$ cat src/rtl/pulpemu_run_sequencer.sv
`default_nettype none
// ============================================================================
// Module   : pulpemu_run_sequencer
// Brief    : Host-driven SoC run sequencer: reset/clock bring-up, run, stdout
//            flush handshake, completion capture and run-time watchdog.
// Revision : 1.0
// ============================================================================
module pulpemu_run_sequencer #(
    parameter int RST_CYCLES    = 16,
    parameter int SETTLE_CYCLES = 8,
    parameter int TMO_W         = 32
) (
    input  logic             clk,
    input  logic             rst,
    input  logic             start_i,
    input  logic             abort_i,
    input  logic [TMO_W-1:0] timeout_i,
    input  logic             eoc_i,
    input  logic [1:0]       return_val_i,
    input  logic             stdout_wait_i,
    input  logic             flush_ack_i,
    output logic             cg_clken_o,
    output logic             pulp_soc_rst_n_o,
    output logic             fetch_en_o,
    output logic             stdout_flushed_o,
    output logic             busy_o,
    output logic             done_o,
    output logic             timeout_o,
    output logic [1:0]       result_o,
    output logic [2:0]       state_o
);

    localparam int RST_EFF    = (RST_CYCLES < 1) ? 1 : RST_CYCLES;
    localparam int SETTLE_EFF = (SETTLE_CYCLES < 1) ? 1 : SETTLE_CYCLES;
    localparam int CNT_MAX    = (RST_EFF > SETTLE_EFF) ? RST_EFF : SETTLE_EFF;
    localparam int CNT_W      = (CNT_MAX > 1) ? $clog2(CNT_MAX) : 1;

    localparam logic [CNT_W-1:0] C_RST_LOAD    = CNT_W'(RST_EFF - 1);
    localparam logic [CNT_W-1:0] C_SETTLE_LOAD = CNT_W'(SETTLE_EFF - 1);

    localparam logic [2:0] C_IDLE       = 3'd0;
    localparam logic [2:0] C_HOLD_RST   = 3'd1;
    localparam logic [2:0] C_CLK_SETTLE = 3'd2;
    localparam logic [2:0] C_RELEASE    = 3'd3;
    localparam logic [2:0] C_RUN        = 3'd4;
    localparam logic [2:0] C_FLUSH      = 3'd5;
    localparam logic [2:0] C_DONE       = 3'd6;
    localparam logic [2:0] C_FAULT      = 3'd7;

    logic [2:0]       r_state;
    logic [CNT_W-1:0] r_cnt;
    logic [TMO_W-1:0] r_run_cnt;
    logic             r_start_q;
    logic             r_armed;
    logic             r_flushed;
    logic [1:0]       r_result;
    logic             w_edge;
    logic             w_tmo_hit;

    // r_armed masks the first post-reset cycle so a start held through reset is not an edge
    assign w_edge    = start_i & ~r_start_q & r_armed;
    assign w_tmo_hit = (timeout_i != '0) &&
                       (({1'b0, r_run_cnt} + (TMO_W + 1)'(1)) == {1'b0, timeout_i});

    assign state_o          = r_state;
    assign result_o         = r_result;
    assign stdout_flushed_o = r_flushed;

    always_ff @(posedge clk) begin
        if (rst) begin
            r_state   <= C_IDLE;
            r_cnt     <= '0;
            r_run_cnt <= '0;
            r_start_q <= 1'b0;
            r_armed   <= 1'b0;
            r_flushed <= 1'b0;
            r_result  <= 2'b00;
        end else begin
            r_start_q <= start_i;
            r_armed   <= 1'b1;
            if (abort_i) begin
                r_state   <= C_IDLE;
                r_flushed <= 1'b0;
                r_result  <= 2'b00;
            end else begin
                case (r_state)
                    C_IDLE, C_DONE, C_FAULT: begin
                        if (w_edge) begin
                            r_state  <= C_HOLD_RST;
                            r_cnt    <= C_RST_LOAD;
                            r_result <= 2'b00;
                        end
                    end
                    C_HOLD_RST: begin
                        if (r_cnt == '0) begin
                            r_state <= C_CLK_SETTLE;
                            r_cnt   <= C_SETTLE_LOAD;
                        end else begin
                            r_cnt <= r_cnt - CNT_W'(1);
                        end
                    end
                    C_CLK_SETTLE: begin
                        if (r_cnt == '0) begin
                            r_state <= C_RELEASE;
                        end else begin
                            r_cnt <= r_cnt - CNT_W'(1);
                        end
                    end
                    C_RELEASE: begin
                        r_state   <= C_RUN;
                        r_run_cnt <= '0;
                    end
                    C_RUN: begin
                        if (r_run_cnt != '1) begin
                            r_run_cnt <= r_run_cnt + TMO_W'(1);
                        end
                        if (eoc_i) begin
                            r_state  <= C_DONE;
                            r_result <= return_val_i;
                        end else if (w_tmo_hit) begin
                            r_state <= C_FAULT;
                        end else if (stdout_wait_i) begin
                            r_state <= C_FLUSH;
                        end
                    end
                    C_FLUSH: begin
                        // eoc is deliberately not sampled here; it is seen again back in RUN
                        if (!stdout_wait_i && r_flushed) begin
                            r_flushed <= 1'b0;
                            r_state   <= C_RUN;
                        end else if (flush_ack_i) begin
                            r_flushed <= 1'b1;
                        end
                    end
                    default: r_state <= C_IDLE;
                endcase
            end
        end
    end

    // Control/status outputs are registered decodes of the current state (one-cycle lag)
    always_ff @(posedge clk) begin
        if (rst) begin
            cg_clken_o       <= 1'b0;
            pulp_soc_rst_n_o <= 1'b0;
            fetch_en_o       <= 1'b0;
            busy_o           <= 1'b0;
            done_o           <= 1'b0;
            timeout_o        <= 1'b0;
        end else begin
            cg_clken_o       <= (r_state == C_CLK_SETTLE) || (r_state == C_RELEASE) ||
                                (r_state == C_RUN) || (r_state == C_FLUSH) ||
                                (r_state == C_DONE);
            pulp_soc_rst_n_o <= (r_state == C_RELEASE) || (r_state == C_RUN) ||
                                (r_state == C_FLUSH) || (r_state == C_DONE);
            fetch_en_o       <= (r_state == C_RUN) || (r_state == C_FLUSH);
            busy_o           <= (r_state == C_HOLD_RST) || (r_state == C_CLK_SETTLE) ||
                                (r_state == C_RELEASE) || (r_state == C_RUN) ||
                                (r_state == C_FLUSH);
            done_o           <= (r_state == C_DONE);
            timeout_o        <= (r_state == C_FAULT);
        end
    end

endmodule
`default_nettype wire

$ cat config.mk
export PLATFORM = sky130hd
export DESIGN_NAME = pulpemu_run_sequencer
export DESIGN_NICKNAME = d
export VERILOG_FILES = /design/src/rtl/pulpemu_run_sequencer.sv
export SDC_FILE = /design/constraint.sdc
export NUM_CORES = 1
export LEC_CHECK = 0
export BUFFER_PORTS_ARGS = -buffer_cell sky130_fd_sc_hd__buf_2
export CAP_MARGIN = 30
export CORE_UTILIZATION = 45
export CTS_BUF_LIST = sky130_fd_sc_hd__clkbuf_4
export CTS_CLUSTER_DIAMETER = 40
export DETAILED_ROUTE_END_ITERATION = 10
export PLACE_DENSITY = 0.65
export SLEW_MARGIN = 20
export SYNTH_ARGS = -nofsm -noshare
export SYNTH_HDL_FRONTEND = slang
export SYNTH_SLANG_ARGS = --single-unit
$ cat constraint.sdc
create_clock -name clk -period 3.3 [get_ports clk]
set_input_delay 0.33 -clock clk [delete_from_list [all_inputs] [get_ports clk]]
set_output_delay 0.33 -clock clk [all_outputs]
set_load 0.005 [all_outputs]
==> Yosys cells after proc, flatten, opt, wreduce, memory -nomap -nowiden <==
Cells that the tools add are included.
{ "totals": {"out_inout_bits": 12, "word_cells": 86, "regBits": 50, "in_bits": 41} }
{ "op_classes": {"add_sub_neg": 3, "muxes": 20, "n_eq_ne": 17, "n_reduce_logical": 29, "n_bitwise": 4} }
{ "op_table": {"columns": ["operator", "n"], "rows": [
  ["$pmux 32 s2", 1],
  ["$add 32x1->33 const B", 1],
  ["$eq 33x32->1", 1],
  ["$add 32x1->32 const B", 1],
  ["$mux 32", 1],
  ["$ne 32x32->1 const B", 1],
  ["$reduce_bool 32->1", 1],
  ["$mux 3", 7],
  ["$pmux 3 s6", 1],
  ["$ne 2x2->1 const B", 7],
  ["$eq 3x3->1 const B", 4],
  ["$logic_or 1x1->1", 12],
  ["$mux 4", 3],
  ["$pmux 4 s3", 1],
  ["$eq 3x2->1 const B", 2],
  ["$reduce_and 3->1", 2],
  ["$reduce_bool 2->1", 3],
  ["$reduce_and 5->1", 1],
  ["$logic_not 4->1", 1],
  ["$mux 2", 2],
  ["$ne 4x4->1 const B", 1],
  ["$pmux 2 s2", 1],
  ["$reduce_and 4->1", 1],
  ["$sub 4x1->4 const B", 1],
  ["11 further kinds", 16]
]} }

==> Longest topological paths before layout <==
Gate-level depths: netlist of the first run.
{ "logic_depth": {"depth_word": 6, "depth_mapped": 12, "depth_no_buf": 10} }

==> Worst setup path before layout of the first run <==
No wires, ideal clock.
{ "synth_path": {"path_type": "register to register", "from": "register r_run_cnt[12]", "to": "register r_state[0] (netlist: state_o[0])", "required_time_ps": 3221, "path_stages_with_launch": 10, "t_arrival_ps": 2570, "path_buffers": 1, "path_slack_ps": 651, "period_less_slack_ps": 2649, "setup_time_ps": 79, "cell_sequence": "dfxtp_1 > nand4_4 > or4_1 > buf_2 > or3_1 > a2111oi_2 > nand4_1 > nor4_4 > a21oi_1 > a211oi_2"} }
{ "synth_via": {"elab_chain_cells": 6, "word_cells_on_any_way": 8, "cone_classes": "1 x add/sub; 2 x eq/ne; 3 x mux; 2 x reduce/logical"} }
{ "synth_rtl": {"columns": ["element", "line_no", "text"], "rows": [
  ["start: declaration", "52", "logic [TMO_W-1:0] r_run_cnt;"],
  ["start signal: assignment", "115", "r_run_cnt <= r_run_cnt + TMO_W'(1);"],
  ["$add 32x1->33 (*)", "63", "(({1'b0, r_run_cnt} + (TMO_W + 1)'(1)) == {1'b0, timeout_i});"],
  ["$eq 33x32->1 (*)", "63", null],
  ["$logic_and 1x1->1 (*)", "62", "assign w_tmo_hit = (timeout_i != '0) &&"],
  ["$mux 3", "120", "end else if (w_tmo_hit) begin"],
  ["$mux 3", "117", "if (eoc_i) begin"],
  ["$pmux 3 s6", "86", "case (r_state)"],
  ["end signal: assignment", "89", "r_state <= C_HOLD_RST;"],
  ["end signal: assignment", "118", "r_state <= C_DONE;"],
  ["end signal: assignment", "121", "r_state <= C_FAULT;"],
  ["end: declaration", "50", "logic [2:0] r_state;"]
]} }
Mark *: on every way between the ends. The rest lies on a longest branch, timed or not.
A chain may end at the register's enable or synchronous reset.

==> Worst setup path in the final report of the first run <==
{ "layout_path": {"from": "register r_run_cnt[11]", "to": "register r_state[0] (netlist: state_o[0])"} }
The elaborated chain is that of the path after synthesis.

==> report_table.html, run 1 <==
<table>
<tr><th>Metric</th><th>Value</th></tr>
<tr><th colspan="2">Clocking</th></tr>
<tr><td>Number of levels in the clock H-tree</td><td>2</td></tr>
<tr><td>Clock tree root buffer cell</td><td>sky130_fd_sc_hd__clkbuf_4</td></tr>
<tr><td>Hold-fix buffer count after cts</td><td>0</td></tr>
<tr><td>Clock Pin Slew Worst Setup and Hold Paths</td><td>170 ps</td></tr>
<tr><td>TritonCTS clock tree</td><td>built</td></tr>
<tr><td>Post-CTS Setup Repair Bufs</td><td>0</td></tr>
<tr><td>Post_cts resized</td><td>0</td></tr>
<tr><td>Inserted Clock Buffers</td><td>5</td></tr>
<tr><td>Number of buffers between clock root and the deepest sink</td><td>2</td></tr>
<tr><td>Clock latency reported for the late side of the worst-skew pair</td><td>390 ps</td></tr>
<tr><td>CTS Sinks</td><td>50</td></tr>
<tr><th colspan="2">Setup path</th></tr>
<tr><td>CP Max Fanout</td><td>10</td></tr>
<tr><td>Largest stage delay on the critical path</td><td>680 ps</td></tr>
<tr><td>Worst path bufs/invs</td><td>0</td></tr>
<tr><td>Worst R2R Setup Slack</td><td>200 ps</td></tr>
<tr><td>Kind of critical path</td><td>register to register</td></tr>
<tr><td>Startpoint Class</td><td>register</td></tr>
<tr><td>Cell-by-cell trace of the critical path</td><td>nand4_4 &gt; or4_1 &gt; or3_1 &gt; a2111oi_2 &gt; nand4_1 &gt; nor4_4 &gt; a21oi_1 &gt; a211oi_2</td></tr>
<tr><td>Critical-path top delay cell</td><td>sky130_fd_sc_hd__or4_1</td></tr>
<tr><td>Type of destination of the critical path</td><td>register</td></tr>
<tr><td>CP top delay family</td><td>simple AND/OR/NAND/NOR gates</td></tr>
<tr><td>Critical path arrival</td><td>3430 ps</td></tr>
<tr><td>Data required time of the worst path</td><td>3620 ps</td></tr>
<tr><th colspan="2">Floorplanning</th></tr>
<tr><td>Overall die width</td><td>92.00 um</td></tr>
<tr><td>Area of the die</td><td>0.008463 sq mm</td></tr>
<tr><td>Total I/O pin count</td><td>53</td></tr>
<tr><td>Starting utilization of the core area</td><td>46.92%</td></tr>
<tr><td>Chip Height</td><td>92.00 um</td></tr>
<tr><td>Site Rows</td><td>32</td></tr>
<tr><td>Core ar.</td><td>0.007767 sq mm</td></tr>
<tr><th colspan="2">Synth</th></tr>
<tr><td>Number of instances in the synthesized netlist</td><td>484</td></tr>
<tr><td>Most numerous cell types in the synthesized netlist</td><td>sky130_fd_sc_hd__dfxtp_1, sky130_fd_sc_hd__a21oi_1, sky130_fd_sc_hd__nor2_1</td></tr>
<tr><td>Average cell area after synthesis</td><td>7.530 sq um</td></tr>
<tr><td>Most used DFF post-synth</td><td>sky130_fd_sc_hd__dfxtp_1</td></tr>
<tr><td>Synth async-reset ratio</td><td>0%</td></tr>
<tr><td>Yosys Warn Count</td><td>0</td></tr>
<tr><td>Count leader, synth</td><td>sky130_fd_sc_hd__dfxtp_1</td></tr>
<tr><td>Proportion of synthesized chip area in sequential cells</td><td>27.46%</td></tr>
<tr><td>Distinct cells, synth</td><td>61</td></tr>
<tr><td>Post-synthesis instance area</td><td>0.003645 sq mm</td></tr>
<tr><td>Post-synth top area cell</td><td>sky130_fd_sc_hd__dfxtp_1</td></tr>
<tr><td>Number of flops mapped to enable cells by yosys</td><td>0</td></tr>
<tr><td>Flops &amp; latches, synth</td><td>50</td></tr>
<tr><td>Top area cells in the synthesized netlist</td><td>sky130_fd_sc_hd__dfxtp_1, sky130_fd_sc_hd__xnor2_1, sky130_fd_sc_hd__a21oi_1</td></tr>
<tr><td>Synthesized net count</td><td>528</td></tr>
<tr><td>Area fraction of the dominant cell type after synthesis</td><td>27.46%</td></tr>
<tr><th colspan="2">Detailed routing</th></tr>
<tr><td>Number of DRC violations after detailed-routing iteration 0</td><td>341</td></tr>
<tr><td>WL/cell</td><td>16.37 um</td></tr>
<tr><td>Count of TritonRoute iterations in the first routing pass</td><td>5</td></tr>
<tr><td>Number of vias per cell</td><td>5.994</td></tr>
<tr><td>DRC</td><td>0</td></tr>
<tr><td>Count of nets left with antenna violations after detail routing</td><td>0</td></tr>
<tr><td>Final WL</td><td>10200 um</td></tr>
<tr><td>Vias after detailed routing</td><td>3734</td></tr>
<tr><th colspan="2">GRT</th></tr>
<tr><td>Via count of the first global-routing pass</td><td>3336</td></tr>
<tr><td>Antenna violations before repair</td><td>0</td></tr>
<tr><td>Routing usage on met2</td><td>38.87%</td></tr>
<tr><td>Met1 layer usage reported by global route</td><td>33.38%</td></tr>
<tr><td>GR Util All Layers</td><td>24.41%</td></tr>
<tr><td>Met3 track demand over resource</td><td>4.892%</td></tr>
<tr><td>Global route overflow</td><td>0</td></tr>
<tr><td>First-pass GRT wire length</td><td>16590 um</td></tr>
<tr><td>Maximum number of pins on one net before global-route repair</td><td>44</td></tr>
<tr><td>Most used routing layer</td><td>met2</td></tr>
<tr><th colspan="2">Place</th></tr>
<tr><td>Final weighted congestion in routability-driven placement</td><td>0.9438</td></tr>
<tr><td>HPWL Detailed</td><td>7386 um</td></tr>
<tr><td>Number of port buffers</td><td>52</td></tr>
<tr><td>Post-Place Cells</td><td>615</td></tr>
<tr><th colspan="2">Hold path</th></tr>
<tr><td>Type of the worst min-delay path</td><td>primary input to register</td></tr>
<tr><th colspan="2">Flow run</th></tr>
<tr><td>Number of violations of the max-capacitance limit</td><td>0</td></tr>
<tr><th colspan="2">Power and ir drop</th></tr>
<tr><td>Clock share of power</td><td>34.5%</td></tr>
<tr><td>P_int</td><td>834.3 uW</td></tr>
<tr><td>PD cells</td><td>284.3 mW/mm^2</td></tr>
<tr><td>Reg power frac</td><td>53.9%</td></tr>
<tr><td>Proportion of total power due to net switching</td><td>27.09%</td></tr>
<tr><td>Switching power summed over all nets</td><td>310.1 uW</td></tr>
<tr><td>Leakage power summed over all cells</td><td>1.415 nW</td></tr>
<tr><td>Fraction of power consumed by combinational cells</td><td>11.7%</td></tr>
<tr><td>Worst supply voltage drop on vdd</td><td>154.3 uV</td></tr>
<tr><th colspan="2">Layout</th></tr>
<tr><td>Area Growth Syn to Fin</td><td>10.44%</td></tr>
<tr><td>Post-layout net count</td><td>564</td></tr>
<tr><td>Cell Count, Final, Fillers Out</td><td>623</td></tr>
<tr><td>Number of antenna repair diodes</td><td>0</td></tr>
<tr><td>Share of final-layout standard cells stronger than drive strength 1</td><td>17.08%</td></tr>
<tr><th colspan="2">Timing</th></tr>
<tr><td>Worst-case headroom to the max-slew limit</td><td>41.37%</td></tr>
<tr><td>Slew @ Worst Pin</td><td>879.5 ps</td></tr>
<tr><td>Fin crit share</td><td>94.07%</td></tr>
<tr><td>Count of pins over their slew limit</td><td>0</td></tr>
<tr><td>Peak clock frequency supported by timing</td><td>322.1 MHz</td></tr>
<tr><td>Final setup violation count</td><td>0</td></tr>
<tr><td>Shortest period the worst path allows</td><td>3104 ps</td></tr>
<tr><td>Total negative slack</td><td>0 ps</td></tr>
<tr><td>Final-report hold violation count</td><td>0</td></tr>
<tr><td>Setup Skew</td><td>17.12 ps</td></tr>
<tr><td>RSZ-0062 raised after global routing</td><td>false</td></tr>
<tr><th colspan="2">Status</th></tr>
<tr><td>Outcome</td><td>complete, no violations</td></tr>
</table>
worst paths after layout:
kind	startpoint	endpoint	depth (start not counted)
max	r_run_cnt[11]	state_o[0]	8
min	start_i	r_start_q	2
max reg2reg	r_run_cnt[11]	state_o[0]	8
min reg2reg	result_o[0]	result_o[0]	2
per-stage QoR:
| stage | hold WS, ps | instance area [sq um] | setup slack, ps | utilization [%] | power (mW) |
|---|---|---|---|---|---|
| final | 168.6 | 4025 | 195.6 | 51.82 | 1.144 |
| after global routing | 179.0 | 4025 | 21.43 | 51.82 | 1.191 |
| after CTS | 153.2 | 4025 | 213.6 | 51.82 | 1.154 |
| after detailed placement | 478.0 | 3939 | 273.6 | 50.71 | 0.7603 |
| after global placement | 461.5 | 3939 | 417.3 | 50.71 | 0.7594 |
| after floorplan | 458.2 | 3645 | 650.8 | - | 0.7072 |
placed cells by master, fill, tap and decap left out, types with 7 or more instances in the layout:
master                     synthesis  layout
sky130_fd_sc_hd__nor2b_1           7       7
sky130_fd_sc_hd__xor2_1           12      12
sky130_fd_sc_hd__inv_1             8       8
sky130_fd_sc_hd__a21o_1            7       7
sky130_fd_sc_hd__nor4_1           18      18
sky130_fd_sc_hd__nand3_1          14      14
sky130_fd_sc_hd__nand3b_1         11      11
sky130_fd_sc_hd__xnor2_1          38      38
sky130_fd_sc_hd__o21ai_0          31      31
sky130_fd_sc_hd__nor2_1           49      49
sky130_fd_sc_hd__dfxtp_1          50      50
sky130_fd_sc_hd__and3_1           11      11
sky130_fd_sc_hd__a21oi_1          49      49
sky130_fd_sc_hd__nor3_1           23      23
sky130_fd_sc_hd__buf_4             3      13
sky130_fd_sc_hd__buf_2             4      52
sky130_fd_sc_hd__or3_1             7       7
sky130_fd_sc_hd__nand4_1          21      21
sky130_fd_sc_hd__nand2_1          23      23
final cells by class:
class                           instances  area [sq um]
Clock buffer                            5         37.54
Clock inverter                          3         48.80
Fill cell                             773          3742
Inverter                                8         30.03
Multi-Input combinational cell        390          2422
Sequential cell                        50          1001
Tap cell                              102         127.6
Timing Repair Buffer                   65         357.8
state kept, by name, summed over array words and instances, names as in the netlist:
register	cells
r_run_cnt	32
r_cnt	4
state_o	3
result_o	2
busy_o	1
cg_clken_o	1
done_o	1
fetch_en_o	1
pulp_soc_rst_n_o	1
r_armed	1
r_start_q	1
stdout_flushed_o	1
timeout_o	1
logic make-up (layout without fill, tap and decap cells):
logic type | Yosys count | count (layout) | synth area share (%)
simple gates | 222 | 222 | 34.74
compound gates | 115 | 115 | 18.68
xor+xnor | 50 | 50 | 12.02
flops | 50 | 50 | 27.46
buf+inv | 44 | 81 | 6.076
fa+ha+maj | 3 | 3 | 1.030
routing by layer:
layer	up-vias	routed length, um
li1	1838	-
met3	14	795
met5	-	0
met1	1721	4731
met4	0	129
met2	161	4542
power by group through the flow:
stage | Sequential [mW] | Clock, mW | Combinational, mW
floorplan | 0.626 | 0 | 0.0812
global placement | 0.629 | 0 | 0.130
detailed placement | 0.629 | 0 | 0.131
CTS | 0.616 | 0.405 | 0.132
global route | 0.618 | 0.426 | 0.147
finish | 0.616 | 0.395 | 0.133
Power figures use the tool's default switching activity.
==> inputs of run 2 (changes only) <==
--- a/config.mk
+++ b/config.mk
@@ -7,11 +7,13 @@
 export LEC_CHECK = 0
 export BUFFER_PORTS_ARGS = -buffer_cell sky130_fd_sc_hd__buf_2
 export CAP_MARGIN = 30
-export CORE_UTILIZATION = 45
+export CELL_PAD_IN_SITES_DETAIL_PLACEMENT = 1
+export CELL_PAD_IN_SITES_GLOBAL_PLACEMENT = 1
+export CORE_UTILIZATION = 44
 export CTS_BUF_LIST = sky130_fd_sc_hd__clkbuf_4
 export CTS_CLUSTER_DIAMETER = 40
 export DETAILED_ROUTE_END_ITERATION = 10
-export PLACE_DENSITY = 0.65
+export PLACE_DENSITY = 0.83
 export SLEW_MARGIN = 20
 export SYNTH_ARGS = -nofsm -noshare
 export SYNTH_HDL_FRONTEND = slang
==> report_table.html, run 2 (synthesis gave the netlist of run 1 again) <==
<table>
<tr><th>Metric</th><th>Value</th></tr>
<tr><th colspan="2">Layout</th></tr>
<tr><td>Share of final-layout standard cells stronger than drive strength 1</td><td>17.37%</td></tr>
<tr><td>Number of filler cells placed in the layout</td><td>1053</td></tr>
<tr><td>Area Growth Syn to Fin</td><td>10.61%</td></tr>
<tr><td>Reg with most FFs</td><td>r_run_cnt</td></tr>
<tr><td>Commonest cells after routing, fill and taps aside</td><td>sky130_fd_sc_hd__buf_2, sky130_fd_sc_hd__dfxtp_1, sky130_fd_sc_hd__nor2_1, sky130_fd_sc_hd__a21oi_1, sky130_fd_sc_hd__xnor2_1</td></tr>
<tr><td>Combined flip-flop and latch cell area</td><td>0.001001 sq mm</td></tr>
<tr><td>Final Util</td><td>51.11%</td></tr>
<tr><td>Area taken by multi-input logic gates</td><td>0.002422 sq mm</td></tr>
<tr><td>Number of antenna repair diodes</td><td>0</td></tr>
<tr><td>Total non-filler cell area in the finished layout</td><td>0.004031 sq mm</td></tr>
<tr><td>Most common cell after layout, fill and taps aside</td><td>sky130_fd_sc_hd__buf_2</td></tr>
<tr><td>Post-layout net count</td><td>567</td></tr>
<tr><td>Max reg flops</td><td>32</td></tr>
<tr><th colspan="2">Detailed routing</th></tr>
<tr><td>WL/cell</td><td>18.45 um</td></tr>
<tr><td>Count of TritonRoute iterations in the first routing pass</td><td>5</td></tr>
<tr><td>Vias after detailed routing</td><td>3849</td></tr>
<tr><td>Final WL</td><td>11550 um</td></tr>
<tr><td>Count of nets left with antenna violations after detail routing</td><td>0</td></tr>
<tr><td>Number of DRC violations after detailed-routing iteration 0</td><td>154</td></tr>
<tr><td>Number of vias per cell</td><td>6.149</td></tr>
<tr><td>DRC</td><td>0</td></tr>
<tr><th colspan="2">Timing</th></tr>
<tr><td>Shortest period the worst path allows</td><td>3086 ps</td></tr>
<tr><td>Total negative slack</td><td>0 ps</td></tr>
<tr><td>Slew @ Worst Pin</td><td>900.3 ps</td></tr>
<tr><td>Setup Skew</td><td>18.37 ps</td></tr>
<tr><td>Fin crit share</td><td>93.52%</td></tr>
<tr><td>Peak clock frequency supported by timing</td><td>324.0 MHz</td></tr>
<tr><td>Final setup violation count</td><td>0</td></tr>
<tr><td>Count of pins over their slew limit</td><td>0</td></tr>
<tr><td>Worst-case headroom to the max-slew limit</td><td>39.98%</td></tr>
<tr><td>Final-report hold violation count</td><td>0</td></tr>
<tr><td>Final worst slack</td><td>213.9 ps</td></tr>
<tr><td>RSZ-0062 raised after global routing</td><td>false</td></tr>
<tr><th colspan="2">Setup path</th></tr>
<tr><td>Type of destination of the critical path</td><td>register</td></tr>
<tr><td>Critical-path top delay cell</td><td>sky130_fd_sc_hd__or4_1</td></tr>
<tr><td>Data required time of the worst path</td><td>3620 ps</td></tr>
<tr><td>Startpoint Class</td><td>register</td></tr>
<tr><td>CP Max Fanout</td><td>10</td></tr>
<tr><td>CP top delay family</td><td>simple AND/OR/NAND/NOR gates</td></tr>
<tr><td>Largest stage delay on the critical path</td><td>700 ps</td></tr>
<tr><td>Cell-by-cell trace of the critical path</td><td>nand4_4 &gt; or4_1 &gt; or3_1 &gt; a2111oi_2 &gt; nand4_1 &gt; nor4_4 &gt; a21oi_1 &gt; nor3_1</td></tr>
<tr><td>Worst path bufs/invs</td><td>0</td></tr>
<tr><td>Kind of critical path</td><td>register to register</td></tr>
<tr><td>Critical path arrival</td><td>3410 ps</td></tr>
<tr><th colspan="2">Power and ir drop</th></tr>
<tr><td>Worst supply voltage drop on vdd</td><td>136.8 uV</td></tr>
<tr><td>Leakage power summed over all cells</td><td>1.423 nW</td></tr>
<tr><td>PD cells</td><td>264.3 mW/mm^2</td></tr>
<tr><th colspan="2">Floorplanning</th></tr>
<tr><td>Total I/O pin count</td><td>53</td></tr>
<tr><td>Site Rows</td><td>32</td></tr>
<tr><td>Overall die width</td><td>93.02 um</td></tr>
<tr><td>Starting utilization of the core area</td><td>46.21%</td></tr>
<tr><td>Core ar.</td><td>0.007888 sq mm</td></tr>
<tr><td>Area of the die</td><td>0.008652 sq mm</td></tr>
<tr><td>Chip Height</td><td>93.02 um</td></tr>
<tr><th colspan="2">Flow run</th></tr>
<tr><td>Number of violations of the max-capacitance limit</td><td>0</td></tr>
<tr><th colspan="2">Clocking</th></tr>
<tr><td>CTS Sinks</td><td>50</td></tr>
<tr><td>Clock Pin Slew Worst Setup and Hold Paths</td><td>170 ps</td></tr>
<tr><td>Clock latency reported for the late side of the worst-skew pair</td><td>390 ps</td></tr>
<tr><td>Clock tree root buffer cell</td><td>sky130_fd_sc_hd__clkbuf_4</td></tr>
<tr><td>TritonCTS clock tree</td><td>built</td></tr>
<tr><td>Hold-fix buffer count after cts</td><td>0</td></tr>
<tr><td>Number of levels in the clock H-tree</td><td>2</td></tr>
<tr><td>Post-CTS Setup Repair Bufs</td><td>0</td></tr>
<tr><td>Number of buffers between clock root and the deepest sink</td><td>2</td></tr>
<tr><td>Inserted Clock Buffers</td><td>5</td></tr>
<tr><td>Post_cts resized</td><td>0</td></tr>
<tr><th colspan="2">GRT</th></tr>
<tr><td>Antenna violations before repair</td><td>0</td></tr>
<tr><td>Global route overflow</td><td>0</td></tr>
<tr><td>Maximum number of pins on one net before global-route repair</td><td>44</td></tr>
<tr><td>Via count of the first global-routing pass</td><td>3885</td></tr>
<tr><td>GR Util All Layers</td><td>27.28%</td></tr>
<tr><td>First-pass GRT wire length</td><td>18740 um</td></tr>
<tr><th colspan="2">Place</th></tr>
<tr><td>Worst setup slack before clock tree synthesis</td><td>283.7 ps</td></tr>
<tr><td>Number of port buffers</td><td>52</td></tr>
<tr><td>Placed cell area</td><td>0.003974 sq mm</td></tr>
<tr><td>Final weighted congestion in routability-driven placement</td><td>0.9163</td></tr>
<tr><td>HPWL Detailed</td><td>8660 um</td></tr>
<tr><th colspan="2">Hold path</th></tr>
<tr><td>Type of the worst min-delay path</td><td>primary input to register</td></tr>
<tr><th colspan="2">Status</th></tr>
<tr><td>Outcome</td><td>complete, no violations</td></tr>
</table>
-- run 2: changes by cell type in the layout (fill, tap and decap cells not counted) --
cell,change
sky130_fd_sc_hd__buf_12,+1
sky130_fd_sc_hd__buf_4,+2
sky130_fd_sc_hd__bufinv_16,-1
sky130_fd_sc_hd__clkinv_1,+1
sky130_fd_sc_hd__inv_6,+1
sky130_fd_sc_hd__inv_8,-1
-- run 2: where the power goes --
part	switching, mW	total [mW]	internal, mW
clock network	0.228	0.311	0.0838
logic	0.0776	0.137	0.0597
registers	0.00677	0.617	0.610
-- run 2: stage by stage --
stage | hold WS (ps) | power [mW] | std cells
floorplan | 458.2 | 0.7072 | 484
global placement | 459.2 | 0.7602 | 617
global route | 161.4 | 1.110 | 626
detailed placement | 479.2 | 0.7654 | 618
finish | 165.0 | 1.065 | 626
CTS | 151.2 | 1.073 | 626
-- run 2: final timing paths --
kind	cells after the start	end	start	slack, ps
max	8	state_o[1]	r_run_cnt[11]	210
min reg2reg	2	result_o[0]	result_o[0]	510
min	2	r_start_q	start_i	160
max reg2reg	8	state_o[1]	r_run_cnt[11]	210
-- run 2: layout make-up --
| type | instances | share of cell area (%) |
|---|---|---|
| clock inverter | 3 | 0.4966 |
| timing repair buffer | 68 | 9.745 |
| clock buffer | 5 | 0.9311 |
| tap | 102 | 3.166 |
| sequential | 50 | 24.83 |
| multi-input combinational | 390 | 60.09 |
| inverter | 8 | 0.7449 |
-- run 2: worst register-to-register path, cell delays in order, from the launching register on --
cell	delay, ps
sky130_fd_sc_hd__dfxtp_1	570
sky130_fd_sc_hd__nand4_4	200
sky130_fd_sc_hd__or4_1	700
sky130_fd_sc_hd__or3_1	410
sky130_fd_sc_hd__a2111oi_2	370
sky130_fd_sc_hd__nand4_1	210
sky130_fd_sc_hd__nor4_4	230
sky130_fd_sc_hd__a21oi_1	120
sky130_fd_sc_hd__nor3_1	220
-- run 2: per-layer routing --
metal | share of wire [%] | global-route usage [%] | up-vias
li1 | - | - | 1837
met1 | 47 | 36.28 | 1866
met2 | 46 | 44.24 | 117
met3 | 5.2 | 4.146 | 29
met4 | 2.3 | 10.64 | 0
met5 | 0 | 0 | -
==> inputs of run 3 (changes only) <==
--- a/config.mk
+++ b/config.mk
@@ -14,6 +14,7 @@
 export CTS_CLUSTER_DIAMETER = 40
 export DETAILED_ROUTE_END_ITERATION = 10
 export PLACE_DENSITY = 0.83
+export REMOVE_ABC_BUFFERS = 1
 export SLEW_MARGIN = 20
 export SYNTH_ARGS = -nofsm -noshare
 export SYNTH_HDL_FRONTEND = slang
==> report_table.html, run 3 (synthesis gave the netlist of run 1 again) <==
<table>
<tr><th>Metric</th><th>Value</th></tr>
<tr><th colspan="2">Status</th></tr>
<tr><td>Outcome</td><td>complete, no violations</td></tr>
<tr><th colspan="2">Power and ir drop</th></tr>
<tr><td>Reg power frac</td><td>50.6%</td></tr>
<tr><td>Worst supply voltage drop on vdd</td><td>131.0 uV</td></tr>
<tr><td>Fraction of power consumed by combinational cells</td><td>11.7%</td></tr>
<tr><td>Proportion of total power due to net switching</td><td>25.27%</td></tr>
<tr><td>Clock share of power</td><td>37.6%</td></tr>
<tr><td>PD cells</td><td>297.4 mW/mm^2</td></tr>
<tr><td>P_int</td><td>908.0 uW</td></tr>
<tr><td>Switching power summed over all nets</td><td>307.0 uW</td></tr>
<tr><td>Leakage power summed over all cells</td><td>1.452 nW</td></tr>
<tr><th colspan="2">Timing</th></tr>
<tr><td>Slew @ Worst Pin</td><td>949.7 ps</td></tr>
<tr><td>Final setup violation count</td><td>0</td></tr>
<tr><td>Worst-case headroom to the max-slew limit</td><td>36.46%</td></tr>
<tr><td>Setup Skew</td><td>12.85 ps</td></tr>
<tr><td>Total negative slack</td><td>0 ps</td></tr>
<tr><td>Count of pins over their slew limit</td><td>0</td></tr>
<tr><td>Fin crit share</td><td>93.00%</td></tr>
<tr><td>Hold Slack</td><td>160.4 ps</td></tr>
<tr><td>Final-report hold violation count</td><td>0</td></tr>
<tr><td>RSZ-0062 raised after global routing</td><td>false</td></tr>
<tr><td>Peak clock frequency supported by timing</td><td>325.9 MHz</td></tr>
<tr><td>Shortest period the worst path allows</td><td>3069 ps</td></tr>
<tr><th colspan="2">Flow run</th></tr>
<tr><td>Number of violations of the max-capacitance limit</td><td>0</td></tr>
<tr><th colspan="2">Layout</th></tr>
<tr><td>Area Growth Syn to Fin</td><td>12.08%</td></tr>
<tr><td>Max reg flops</td><td>32</td></tr>
<tr><td>Area taken by multi-input logic gates</td><td>0.002422 sq mm</td></tr>
<tr><td>Most common cell after layout, fill and taps aside</td><td>sky130_fd_sc_hd__buf_2</td></tr>
<tr><td>Total non-filler cell area in the finished layout</td><td>0.004085 sq mm</td></tr>
<tr><td>Post-layout net count</td><td>569</td></tr>
<tr><td>Number of antenna repair diodes</td><td>0</td></tr>
<tr><td>Cell Count, Final, Fillers Out</td><td>628</td></tr>
<tr><td>Share of final-layout standard cells stronger than drive strength 1</td><td>18.25%</td></tr>
<tr><td>Number of filler cells placed in the layout</td><td>1010</td></tr>
<tr><td>Reg with most FFs</td><td>r_run_cnt</td></tr>
<tr><td>Commonest cells after routing, fill and taps aside</td><td>sky130_fd_sc_hd__buf_2, sky130_fd_sc_hd__nor2_1, sky130_fd_sc_hd__a21oi_1</td></tr>
<tr><td>Combined flip-flop and latch cell area</td><td>0.001003 sq mm</td></tr>
<tr><td>Final Util</td><td>51.79%</td></tr>
<tr><th colspan="2">Place</th></tr>
<tr><td>Final weighted congestion in routability-driven placement</td><td>0.9084</td></tr>
<tr><td>Number of port buffers</td><td>52</td></tr>
<tr><td>Post-Place Cells</td><td>620</td></tr>
<tr><td>HPWL Detailed</td><td>9350 um</td></tr>
<tr><td>Placed cell area</td><td>0.003976 sq mm</td></tr>
<tr><th colspan="2">GRT</th></tr>
<tr><td>Maximum number of pins on one net before global-route repair</td><td>33</td></tr>
<tr><td>Global route overflow</td><td>0</td></tr>
<tr><td>Via count of the first global-routing pass</td><td>4001</td></tr>
<tr><td>GR Util All Layers</td><td>29.33%</td></tr>
<tr><td>Antenna violations before repair</td><td>0</td></tr>
<tr><td>First-pass GRT wire length</td><td>19950 um</td></tr>
<tr><th colspan="2">Detailed routing</th></tr>
<tr><td>Vias after detailed routing</td><td>3874</td></tr>
<tr><td>Number of DRC violations after detailed-routing iteration 0</td><td>232</td></tr>
<tr><td>Final WL</td><td>12250 um</td></tr>
<tr><td>Count of nets left with antenna violations after detail routing</td><td>0</td></tr>
<tr><td>WL/cell</td><td>19.51 um</td></tr>
<tr><td>Number of vias per cell</td><td>6.169</td></tr>
<tr><td>Count of TritonRoute iterations in the first routing pass</td><td>4</td></tr>
<tr><td>DRC</td><td>0</td></tr>
<tr><th colspan="2">Floorplanning</th></tr>
<tr><td>Core ar.</td><td>0.007888 sq mm</td></tr>
<tr><td>Area of the die</td><td>0.008652 sq mm</td></tr>
<tr><td>Overall die width</td><td>93.02 um</td></tr>
<tr><td>Total I/O pin count</td><td>53</td></tr>
<tr><td>Site Rows</td><td>32</td></tr>
<tr><td>Starting utilization of the core area</td><td>46.21%</td></tr>
<tr><td>Chip Height</td><td>93.02 um</td></tr>
<tr><th colspan="2">Setup path</th></tr>
<tr><td>Type of destination of the critical path</td><td>register</td></tr>
<tr><td>Data required time of the worst path</td><td>3620 ps</td></tr>
<tr><td>Critical path arrival</td><td>3390 ps</td></tr>
<tr><td>Cell-by-cell trace of the critical path</td><td>nand4_4 &gt; or4_1 &gt; or3_1 &gt; a2111oi_2 &gt; nand4_1 &gt; nor4_4 &gt; a21oi_1 &gt; a211oi_2</td></tr>
<tr><td>Critical-path top delay cell</td><td>sky130_fd_sc_hd__or4_1</td></tr>
<tr><td>RR Startpoint</td><td>r_run_cnt[14]</td></tr>
<tr><td>Critical Path Source</td><td>r_run_cnt[14]</td></tr>
<tr><td>CP Max Fanout</td><td>8</td></tr>
<tr><td>Kind of critical path</td><td>register to register</td></tr>
<tr><td>Startpoint Class</td><td>register</td></tr>
<tr><td>Largest stage delay on the critical path</td><td>700 ps</td></tr>
<tr><th colspan="2">Clocking</th></tr>
<tr><td>TritonCTS clock tree</td><td>built</td></tr>
<tr><td>Inserted Clock Buffers</td><td>5</td></tr>
<tr><td>Number of buffers between clock root and the deepest sink</td><td>2</td></tr>
<tr><td>Number of levels in the clock H-tree</td><td>2</td></tr>
<tr><td>Clock Pin Slew Worst Setup and Hold Paths</td><td>160 ps</td></tr>
<tr><td>CTS Sinks</td><td>50</td></tr>
<tr><td>Clock tree root buffer cell</td><td>sky130_fd_sc_hd__clkbuf_4</td></tr>
<tr><td>Clock latency reported for the late side of the worst-skew pair</td><td>390 ps</td></tr>
<tr><th colspan="2">Hold path</th></tr>
<tr><td>HP Start</td><td>start_i</td></tr>
<tr><td>Type of the worst min-delay path</td><td>primary input to register</td></tr>
</table>
## run 3: cell types whose count changed in the layout (fill, tap and decap cells not counted)
cell	before	now
sky130_fd_sc_hd__buf_4	15	18
sky130_fd_sc_hd__inv_6	1	0
sky130_fd_sc_hd__buf_12	1	0
sky130_fd_sc_hd__dfxtp_1	50	48
sky130_fd_sc_hd__clkinvlp_4	1	0
sky130_fd_sc_hd__bufinv_16	0	2
sky130_fd_sc_hd__clkinv_1	1	0
sky130_fd_sc_hd__dfxtp_2	0	2
sky130_fd_sc_hd__clkinv_4	0	1
## run 3: critical path, delay by kind of cell (launching register included)
kind / cells / cell delay [ps]
AOI/OAI and AO/OA: 3 / 700
DFF: 1 / 510
and+or+nand+nor: 5 / 1790
## run 3: routing by layer
layer | routed length, um | track usage [%] | share of wire (%)
met4 | 485 | 14.87 | 4.0
met3 | 586 | 4.797 | 4.8
met5 | 0 | 0 | 0
met1 | 5192 | 34.86 | 42
met2 | 5987 | 50.74 | 49
## run 3: worst paths after layout
path            endpoint  slack (ps)  cells past startpoint
min reg2reg  result_o[0]         510                      2
max           state_o[0]         230                      8
max reg2reg   state_o[0]         230                      8
min            r_start_q         160                      2
## run 3: final cells by class
type,count,share of cell area [%]
Tap cell,102,3.124
Multi-Input combinational cell,390,59.30
Timing Repair Buffer,70,9.678
Inverter,8,0.7351
Sequential cell,50,24.56
Clock buffer,5,0.9188
Clock inverter,3,1.685
## run 3: metrics by stage
step	power [mW]	setup WS (ps)
2_1_floorplan	0.6983	424.7
3_3_place_gp	0.7635	410.8
3_5_place_dp	0.7686	204.8
4_1_cts	1.233	157.6
5_1_grt	1.267	6.011
6_report	1.215	231.1
## run 3: power groups by stage
stage                     clock network (mW)  logic (mW)  registers (mW)
after floorplan                            0      0.0704           0.628
after CTS                              0.476       0.142           0.615
after global routing                   0.495       0.156           0.616
after detailed placement                   0       0.141           0.628
final                                  0.457       0.142           0.615
after global placement                     0       0.136           0.627
## run 3: what timing repair did
| action | in CTS | in global routing |
|---|---|---|
| buffers inserted | 0 | 0 |
| hold endpoints to repair | 0 | 0 |
| endpoints found under the setup margin | 0 | 2 |
| resized for setup | 0 | 2 |
| hold buffers | 0 | 0 |
